$ cat src/rtl/wb_pkg.sv
// Shared definitions for the registered writeback source-select pipeline:
// default entry field widths, the constant-source value and the skid-buffer state encoding.
package wb_pkg;

  localparam int unsigned WB_WIDTH     = 32;
  localparam int unsigned WB_NUM_SRC   = 9;
  localparam int unsigned WB_SEL_W     = 4;
  localparam int unsigned WB_ADDR_W    = 5;
  localparam int unsigned WB_CONST_VAL = 227;

  // Occupancy of the M/S pair: ONE means only M holds an entry.
  typedef enum logic [1:0] {
    ST_EMPTY = 2'd0,
    ST_ONE   = 2'd1,
    ST_TWO   = 2'd2
  } wb_state_e;

endpackage

$ cat src/rtl/wb_src_decode.sv
// Combinational writeback source decode: selector -> data, qualified write-enable and illegal flag.
module wb_src_decode
  import wb_pkg::*;
#(
  parameter int unsigned WIDTH     = WB_WIDTH,
  parameter int unsigned NUM_SRC   = WB_NUM_SRC,
  parameter int unsigned SEL_W     = WB_SEL_W,
  parameter int unsigned ADDR_W    = WB_ADDR_W,
  parameter int unsigned CONST_VAL = WB_CONST_VAL
) (
  input  logic [SEL_W-1:0]         sel,
  input  logic [NUM_SRC*WIDTH-1:0] data_in,
  input  logic [ADDR_W-1:0]        wr_addr,
  input  logic                     wr_en,
  output logic [WIDTH-1:0]         data,
  output logic                     wen,
  output logic                     err
);

  localparam logic [WIDTH-1:0] CONST_W = WIDTH'(CONST_VAL);

  logic legal;

  assign legal = (32'(sel) <= NUM_SRC);

  // Illegal selectors fall through to zero data rather than holding a previous value.
  always_comb begin
    data = '0;
    for (int unsigned i = 0; i < NUM_SRC; i++) begin
      if (32'(sel) == i) data = data_in[i*WIDTH +: WIDTH];
    end
    if (32'(sel) == NUM_SRC) data = CONST_W;
  end

  assign wen = wr_en && (wr_addr != '0) && legal;
  assign err = !legal;

endmodule

$ cat src/rtl/wb_src_select_pipe.sv
// Registered writeback source mux with valid/ready handshake and a 2-entry skid buffer (M drives out_*).
module wb_src_select_pipe
  import wb_pkg::*;
#(
  parameter int unsigned WIDTH     = WB_WIDTH,
  parameter int unsigned NUM_SRC   = WB_NUM_SRC,
  parameter int unsigned SEL_W     = WB_SEL_W,
  parameter int unsigned ADDR_W    = WB_ADDR_W,
  parameter int unsigned CONST_VAL = WB_CONST_VAL
) (
  input  logic                     clk,
  input  logic                     reset_n,
  input  logic                     in_valid,
  output logic                     in_ready,
  input  logic [SEL_W-1:0]         sel,
  input  logic [NUM_SRC*WIDTH-1:0] data_in,
  input  logic [ADDR_W-1:0]        wr_addr,
  input  logic                     wr_en,
  output logic                     out_valid,
  input  logic                     out_ready,
  output logic [WIDTH-1:0]         out_data,
  output logic [ADDR_W-1:0]        out_addr,
  output logic                     out_wen,
  output logic                     out_err,
  output logic                     err_sticky,
  input  logic                     err_clr
);

  wb_state_e state, state_nxt;

  logic [WIDTH-1:0]  dec_data;
  logic              dec_wen;
  logic              dec_err;

  logic [WIDTH-1:0]  m_data, s_data;
  logic [ADDR_W-1:0] m_addr, s_addr;
  logic              m_wen, s_wen;
  logic              m_err, s_err;

  logic in_xfer, out_xfer;
  logic load_m_in, load_m_s, load_s;

  wb_src_decode #(
    .WIDTH     (WIDTH),
    .NUM_SRC   (NUM_SRC),
    .SEL_W     (SEL_W),
    .ADDR_W    (ADDR_W),
    .CONST_VAL (CONST_VAL)
  ) u_decode (
    .sel     (sel),
    .data_in (data_in),
    .wr_addr (wr_addr),
    .wr_en   (wr_en),
    .data    (dec_data),
    .wen     (dec_wen),
    .err     (dec_err)
  );

  assign out_valid = (state != ST_EMPTY);
  assign in_xfer   = in_valid && in_ready;
  assign out_xfer  = out_valid && out_ready;

  assign out_data = m_data;
  assign out_addr = m_addr;
  assign out_wen  = m_wen;
  assign out_err  = m_err;

  always_comb begin
    state_nxt = state;
    load_m_in = 1'b0;
    load_m_s  = 1'b0;
    load_s    = 1'b0;
    case (state)
      ST_EMPTY: begin
        if (in_xfer) begin
          state_nxt = ST_ONE;
          load_m_in = 1'b1;
        end
      end
      ST_ONE: begin
        if (in_xfer && out_xfer) begin
          load_m_in = 1'b1;
        end else if (in_xfer) begin
          state_nxt = ST_TWO;
          load_s    = 1'b1;
        end else if (out_xfer) begin
          state_nxt = ST_EMPTY;
        end
      end
      ST_TWO: begin
        // in_ready is low here, so only the drain of M needs handling.
        if (out_xfer) begin
          state_nxt = ST_ONE;
          load_m_s  = 1'b1;
        end
      end
      default: state_nxt = ST_EMPTY;
    endcase
  end

  always_ff @(posedge clk or negedge reset_n) begin
    if (!reset_n) begin
      state      <= ST_EMPTY;
      in_ready   <= 1'b1;
      m_data     <= '0;
      m_addr     <= '0;
      m_wen      <= 1'b0;
      m_err      <= 1'b0;
      s_data     <= '0;
      s_addr     <= '0;
      s_wen      <= 1'b0;
      s_err      <= 1'b0;
      err_sticky <= 1'b0;
    end else begin
      state    <= state_nxt;
      in_ready <= (state_nxt != ST_TWO);
      if (load_m_in) begin
        m_data <= dec_data;
        m_addr <= wr_addr;
        m_wen  <= dec_wen;
        m_err  <= dec_err;
      end else if (load_m_s) begin
        m_data <= s_data;
        m_addr <= s_addr;
        m_wen  <= s_wen;
        m_err  <= s_err;
      end
      if (load_s) begin
        s_data <= dec_data;
        s_addr <= wr_addr;
        s_wen  <= dec_wen;
        s_err  <= dec_err;
      end
      if (in_xfer && dec_err) err_sticky <= 1'b1;
      else if (err_clr)       err_sticky <= 1'b0;
    end
  end

endmodule

$ cat config.mk
export PLATFORM = sky130hd
export DESIGN_NAME = wb_src_select_pipe
export DESIGN_NICKNAME = d
export VERILOG_FILES = /design/src/rtl/wb_pkg.sv /design/src/rtl/wb_src_decode.sv /design/src/rtl/wb_src_select_pipe.sv
export SDC_FILE = /design/constraint.sdc
export NUM_CORES = 1
export LEC_CHECK = 0
export CAP_MARGIN = 20
export CORE_AREA = 2 2 132 134
export CTS_CLUSTER_DIAMETER = 150
export CTS_CLUSTER_SIZE = 16
export DETAILED_ROUTE_END_ITERATION = 6
export DIE_AREA = 0 0 134 136
export GPL_ROUTABILITY_DRIVEN = 0
export PLACE_DENSITY = 0.9
export SYNTH_ARGS = -nofsm -noshare
export SYNTH_HDL_FRONTEND = slang
export SYNTH_SLANG_ARGS = --single-unit
$ cat constraint.sdc
create_clock -name clk -period 5.1 [get_ports clk]
set_input_delay 0.765 -clock clk [delete_from_list [all_inputs] [get_ports clk]]
set_output_delay 0.765 -clock clk [all_outputs]
set_load 0.05 [all_outputs]
**Word-level counts from Yosys, hierarchy flattened**

Cells that the tools add are included.

- Order comparisons: 1
- Equality and inequality tests: 12
- Mux-type cells: 33
- Reductions and logical operators: 13

Operator list:

| cell | count |
|---|---|
| $mux 32 | 12 |
| $eq 4x3->1 const B | 4 |
| $mux 1 | 12 |
| $mux 2 | 5 |
| $mux 5 | 2 |
| $eq 4x2->1 const B | 2 |
| $eq 4x4->1 const B | 2 |
| $logic_and 1x1->1 | 6 |
| $pmux 2 s3 | 1 |
| $reduce_bool 2->1 | 3 |
| $reduce_bool 5->1 | 1 |
| $eq 4x1->1 const B | 1 |
| $le 4x4->1 const B | 1 |
| $logic_not 4->1 | 1 |
| $eq 2x1->1 const B | 1 |
| $eq 2x2->1 const B | 1 |
| $logic_not 2->1 | 1 |
| $ne 2x2->1 const B | 1 |
| $pmux 1 s2 | 1 |
| $logic_not 1->1 | 1 |

- Register bits after elaboration: 82
- Output and inout port bits: 42
- Logic and storage cells: 70

**Depth between registers and ports, before layout**

- Depth after elaboration: 12
- Mapped depth: 9
- Mapped depth without buffers: 5

**Modules after synthesis**

From an unflattened synthesis, not the netlist that was laid out.

- Cells, all modules: 685
- Area total of the unflattened synthesis: 6628.9 sq um

Modules (own cells, without submodules):

| module | times used | cells each | area each (sq um) | seq. area each (sq um) |
|---|---|---|---|---|
| wb_src_select_pipe | 1 | 228 | 3554.7 | 2053.2 |
| wb_src_decode | 1 | 457 | 3074.2 | 0.0 |

**Worst setup path after synthesis**

OpenSTA, ideal clock, no wires.

- Path kind: in2reg
- Start: input sel[0]
- End: register m_data[21] (netlist: out_data[21])
- Setup time: 0.138 ns
- Arrival time: 2.046 ns
- Path slack: 2.916 ns
- Cell stages on the path: 7
- Cell sequence: buf_4 buf_6 mux2_2 a32oi_1 a22oi_1 a2111oi_2 o22ai_1

- Word-level cells in the longest chain between the ends: 12
- Elaborated cells on any way between the ends: 21
- Classes of those cells: eq/ne: 9; mux: 11; reduce/logical: 1

Ends and longest elaborated chain:

| item | RTL line | source |
|---|---|---|
| start: declaration | wb_src_select_pipe.sv:15 | `input logic [SEL_W-1:0] sel,` |
| $logic_not 4->1 | wb_src_decode.sv:30 | `if (32'(sel) == i) data = data_in[i*WIDTH +: WIDTH];` |
| $mux 32 (9 in a row) | wb_src_decode.sv:30 |  |
| $mux 32 (*) | wb_src_decode.sv:32 | `if (32'(sel) == NUM_SRC) data = CONST_W;` |
| $mux 32 (*) | wb_src_select_pipe.sv:117 | `if (load_m_in) begin` |
| end signal: assignment | wb_src_select_pipe.sv:118 | `m_data <= dec_data;` |
| end signal: assignment | wb_src_select_pipe.sv:123 | `m_data <= s_data;` |
| end: declaration | wb_src_select_pipe.sv:35 | `logic [WIDTH-1:0] m_data, s_data;` |

Mark *: on every way between the ends. The rest lies on a longest branch, timed or not.
A chain may end at the register's enable or synchronous reset.

**Final worst setup path**

- Start: input sel[3]
- End: register s_data[24]

- Word-level cells in the longest chain between the ends: 11
- Elaborated cells on any way between the ends: 20
- Classes of those cells: eq/ne: 9; mux: 10; reduce/logical: 1

Ends and longest elaborated chain:

| item | RTL line | source |
|---|---|---|
| $logic_not 4->1 | wb_src_decode.sv:30 |  |
| $mux 32 (9 in a row) | wb_src_decode.sv:30 |  |
| $mux 32 (*) | wb_src_decode.sv:32 |  |
| end signal: assignment | wb_src_select_pipe.sv:129 | `s_data <= dec_data;` |
| end: declaration | wb_src_select_pipe.sv:35 |  |

Marks and branches as above.

==> impl_table.tex <==
\begin{tabular}{lr}
\hline
Metric & Value \\
\hline
\multicolumn{2}{l}{\textbf{Yosys}} \\
Most frequently used cell type in the post-synthesis netlist & sky130\_fd\_sc\_hd\_\_nand2\_1 \\
Number of warnings printed during yosys synthesis & 0 \\
Ranking of synthesized cells by area & sky130\_fd\_sc\_hd\_\_dfrtp\_1 32\%, sky130\_fd\_sc\_hd\_\_nand2\_1 6.8\%, sky130\_fd\_sc\_hd\_\_mux2i\_1 6.2\% \\
Post-synth ARST share & 100\% \\
Netlist area before placement & 6330 um2 \\
Compound-cell area share of the yosys netlist & about 33\% \\
Library cell occupying the most area in the post-synthesis netlist & sky130\_fd\_sc\_hd\_\_dfrtp\_1 \\
Register bit count reported by yosys & between 80 and 90 \\
Portion of the post-synthesis area used by sequential elements & 32.4\% \\
Number of synthesized flops with an enable pin & 0 \\
Xor/xnor cell area share of the yosys netlist & 0\% \\
Library cells used by synthesis & 55 \\
Dominant combinational cell family by area after synthesis & compound AO/OA/AOI/OAI gates \\
Adder-Cell Fraction of Synth Area & 0\% \\
Simple logic cell fraction of the synthesized area & between 10\% and 20\% \\
Commonest cells in the netlist & 114 x sky130\_fd\_sc\_hd\_\_nand2\_1, 81 x sky130\_fd\_sc\_hd\_\_dfrtp\_1, 60 x sky130\_fd\_sc\_hd\_\_o21ai\_0 \\
Net count of the mapped netlist & 1072 \\
Mean Syn Cell Area & 8.23 um2 \\
Share of the synthesized area in the top cell type & 32.0\% \\
Most frequently used flop master after synthesis & sky130\_fd\_sc\_hd\_\_dfrtp\_1 \\
Number of instances in the synthesized netlist & $\sim$770 \\
Multiplexer fraction of the synthesized cell area & between 10\% and 20\% \\
\multicolumn{2}{l}{\textbf{Place}} \\
Post-detail-place hpwl & approximately 20 mm \\
Buffers on Ports & around 340 \\
Placement-stage cell area & roughly 10000 um2 \\
\multicolumn{2}{l}{\textbf{Timing}} \\
RSZ-0062 raised after global routing & no \\
FMAX & just over 300 MHz \\
Setup total negative slack & 0 ns \\
Slew headroom & 29.7\% \\
Post-layout min period & 3.26 ns \\
Final setup violation count & 0 \\
Final period utilization & between 60\% and 70\% \\
Hold Violations, Final & 0 \\
Pin slew with the least headroom to its limit & 1.05 ns \\
Final-layout worst hold slack & between 0.2 and 0.3 ns \\
Count of pins over their slew limit & 0 \\
Setup skew after layout & 0.0102 ns \\
\multicolumn{2}{l}{\textbf{Finish}} \\
Layout Utilization & around 60\% \\
Final Net Count & 1368 \\
Area Overhead vs Synth & 59.8\% \\
Final instance area & 10100 um2 \\
Storage element area & 2050 um2 \\
Number of fillers in the final layout & 1457 \\
Multi-input combinational cell area & 3890 um2 \\
Fraction of layout instances using a drive strength above 1 & under 10\% \\
\multicolumn{2}{l}{\textbf{Routing}} \\
WL/cell & $\sim$21 um \\
Remaining antenna violation count after routing & 0 \\
Via count normalized by instance count & about 6 \\
Total wire length & 26.7 mm \\
DRC marker count from the first detailed-route iteration & 792 \\
DRC viols & 0 \\
Via count & approximately 7600 \\
Drt pass-1 iters & 5 \\
\multicolumn{2}{l}{\textbf{Worst setup path}} \\
Setup crit start kind & primary input \\
Data required time of the worst path & between 5 and 6 ns \\
Arr. time, crit path & between 3 and 4 ns \\
Type of the setup path with the least slack & primary input to flip-flop \\
Largest fanout of any net on the critical path & 39 \\
Kind of capture point of the worst setup path & flip-flop \\
\multicolumn{2}{l}{\textbf{Power and ir drop}} \\
Power consumption & slightly below 4 mW \\
Leakage power of the design & between 3 and 4 nW \\
Power per standard cell area & $\sim$390 nW/um2 \\
Peak supply drop & roughly 0.00024 V \\
\multicolumn{2}{l}{\textbf{Floorplan}} \\
Area of the die & roughly 18000 um2 \\
Core outline area & roughly 17000 um2 \\
Number of top-level design ports & 345 \\
Initial cell density of the core & about 38\% \\
Number of rows in the core area & 48 \\
Die Span Y & 136 um \\
DIE WIDTH & between 100 and 150 um \\
\multicolumn{2}{l}{\textbf{CTS}} \\
Post CTS Setup Buffer Count & 0 \\
Clock Sink Count & 82 \\
Post-CTS Hold Buffers & 0 \\
Register clock-pin slew on the reported worst setup and hold paths & $\sim$0.060 ns \\
H-tree level count & 3 \\
\# resized after CTS & 0 \\
TritonCTS clock tree & yes \\
Master cell of the clock root buffer & sky130\_fd\_sc\_hd\_\_clkbuf\_16 \\
TritonCTS buffer count & 9 \\
Worst-case clock buffer depth & 2 \\
Clk Latency, worst-skew pair & $\sim$0.34 ns \\
\multicolumn{2}{l}{\textbf{Global routing}} \\
Total grt overflow & 0 \\
Total routing usage reported by global routing & $\sim$28\% \\
Antenna violations before repair & 1 \\
Wire length of the first global-routing pass & between 30 and 40 mm \\
Via count of the first global-routing pass & a little over 7000 \\
Largest net degree at the start of global routing & 83 \\
\multicolumn{2}{l}{\textbf{Outcome}} \\
Status & finished, final reports clean \\
\multicolumn{2}{l}{\textbf{Min path}} \\
Type of the most critical hold path & primary input to async pin \\
\multicolumn{2}{l}{\textbf{Flow run}} \\
Max Cap Viol & 0 \\
\hline
\end{tabular}
## state kept, by name, indices dropped and copies added, names as in the netlist, 2 cells and up
name      flops
s_data       32
state         2
out_addr      5
s_addr        5
out_data     32
## placed cells by master (no fill, tap or decap), types with 12 or more instances in the layout
cell,n
sky130_fd_sc_hd__buf_4,12
sky130_fd_sc_hd__nand3_1,20
sky130_fd_sc_hd__a211oi_1,21
sky130_fd_sc_hd__o21ai_1,20
sky130_fd_sc_hd__o31ai_1,38
sky130_fd_sc_hd__o2bb2ai_1,16
sky130_fd_sc_hd__a22oi_1,29
sky130_fd_sc_hd__nor2b_1,14
sky130_fd_sc_hd__dfrtp_1,81
sky130_fd_sc_hd__mux2_2,27
sky130_fd_sc_hd__a21oi_1,51
sky130_fd_sc_hd__a31oi_1,24
sky130_fd_sc_hd__nor2_1,22
sky130_fd_sc_hd__nand2_1,114
sky130_fd_sc_hd__o21ai_0,60
sky130_fd_sc_hd__o22ai_1,12
sky130_fd_sc_hd__mux2i_1,39
sky130_fd_sc_hd__nand2b_1,19
sky130_fd_sc_hd__clkdlybuf4s50_1,340
## power breakdown
part	switching [mW]	internal (mW)
logic	1.25	0.857
clock network	0.258	0.393
registers	0.189	0.975
total	1.70	2.23
## worst paths after layout
kind                             start      endpoint  slack (ns)  depth (start not counted)
max                             sel[3]    s_data[24]        1.84                          6
min                            reset_n    s_data[13]        0.25                          1
max reg2reg                   state[1]  out_data[25]        2.71                          6
min reg2reg                out_addr[0]   out_addr[0]        0.48                          2
max in group asynchronous      reset_n      in_ready        4.25                          2
min in group clk           out_addr[0]   out_addr[0]        0.48                          2
## worst max-delay path, cell delays in order
cell	delay (ns)
sky130_fd_sc_hd__clkbuf_2	0.62
sky130_fd_sc_hd__nor2_1	0.28
sky130_fd_sc_hd__and3_1	0.54
sky130_fd_sc_hd__and2_0	0.29
sky130_fd_sc_hd__a2111oi_1	0.75
sky130_fd_sc_hd__o31ai_1	0.19
## stage by stage
| stage | instances | setup WS, ns |
|---|---|---|
| floorplan | 769 | 2.92 |
| global placement | 1276 | 1.62 |
| detailed placement | 1276 | 1.55 |
| CTS | 1292 | 1.90 |
| global route | 1296 | 1.70 |
| finish | 1296 | 1.84 |
## cells by family (layout without fill, tap and decap cells)
group	count (synthesis)	after routing
AOI/OAI and AO/OA	314	314
and+or+nand+nor	224	224
buffers and inverters	83	384
DFF	82	82
muxes	66	66
other	0	1
## area by class of cell
| type | count | area share [%] |
|---|---|---|
| Clock inverter | 4 | 0.507 |
| Multi-Input combinational cell | 604 | 38.5 |
| Tap cell | 225 | 2.78 |
| Inverter | 12 | 0.445 |
| Antenna cell | 1 | 0.0247 |
| Timing Repair Buffer | 356 | 35.0 |
| Sequential cell | 82 | 20.3 |
| Clock buffer | 12 | 2.44 |
## per-layer routing
layer	vias to the layer above	track usage (%)	routed length [um]	part of all wire, %
met1	3605	38.6	11200	42
met4	0	9.93	777	2.9
li1	3508	-	-	-
met3	58	5.03	2100	7.9
met5	-	0	0	0
met2	446	44.4	12600	47
Note: power is estimated with default switching activity, not from simulation.
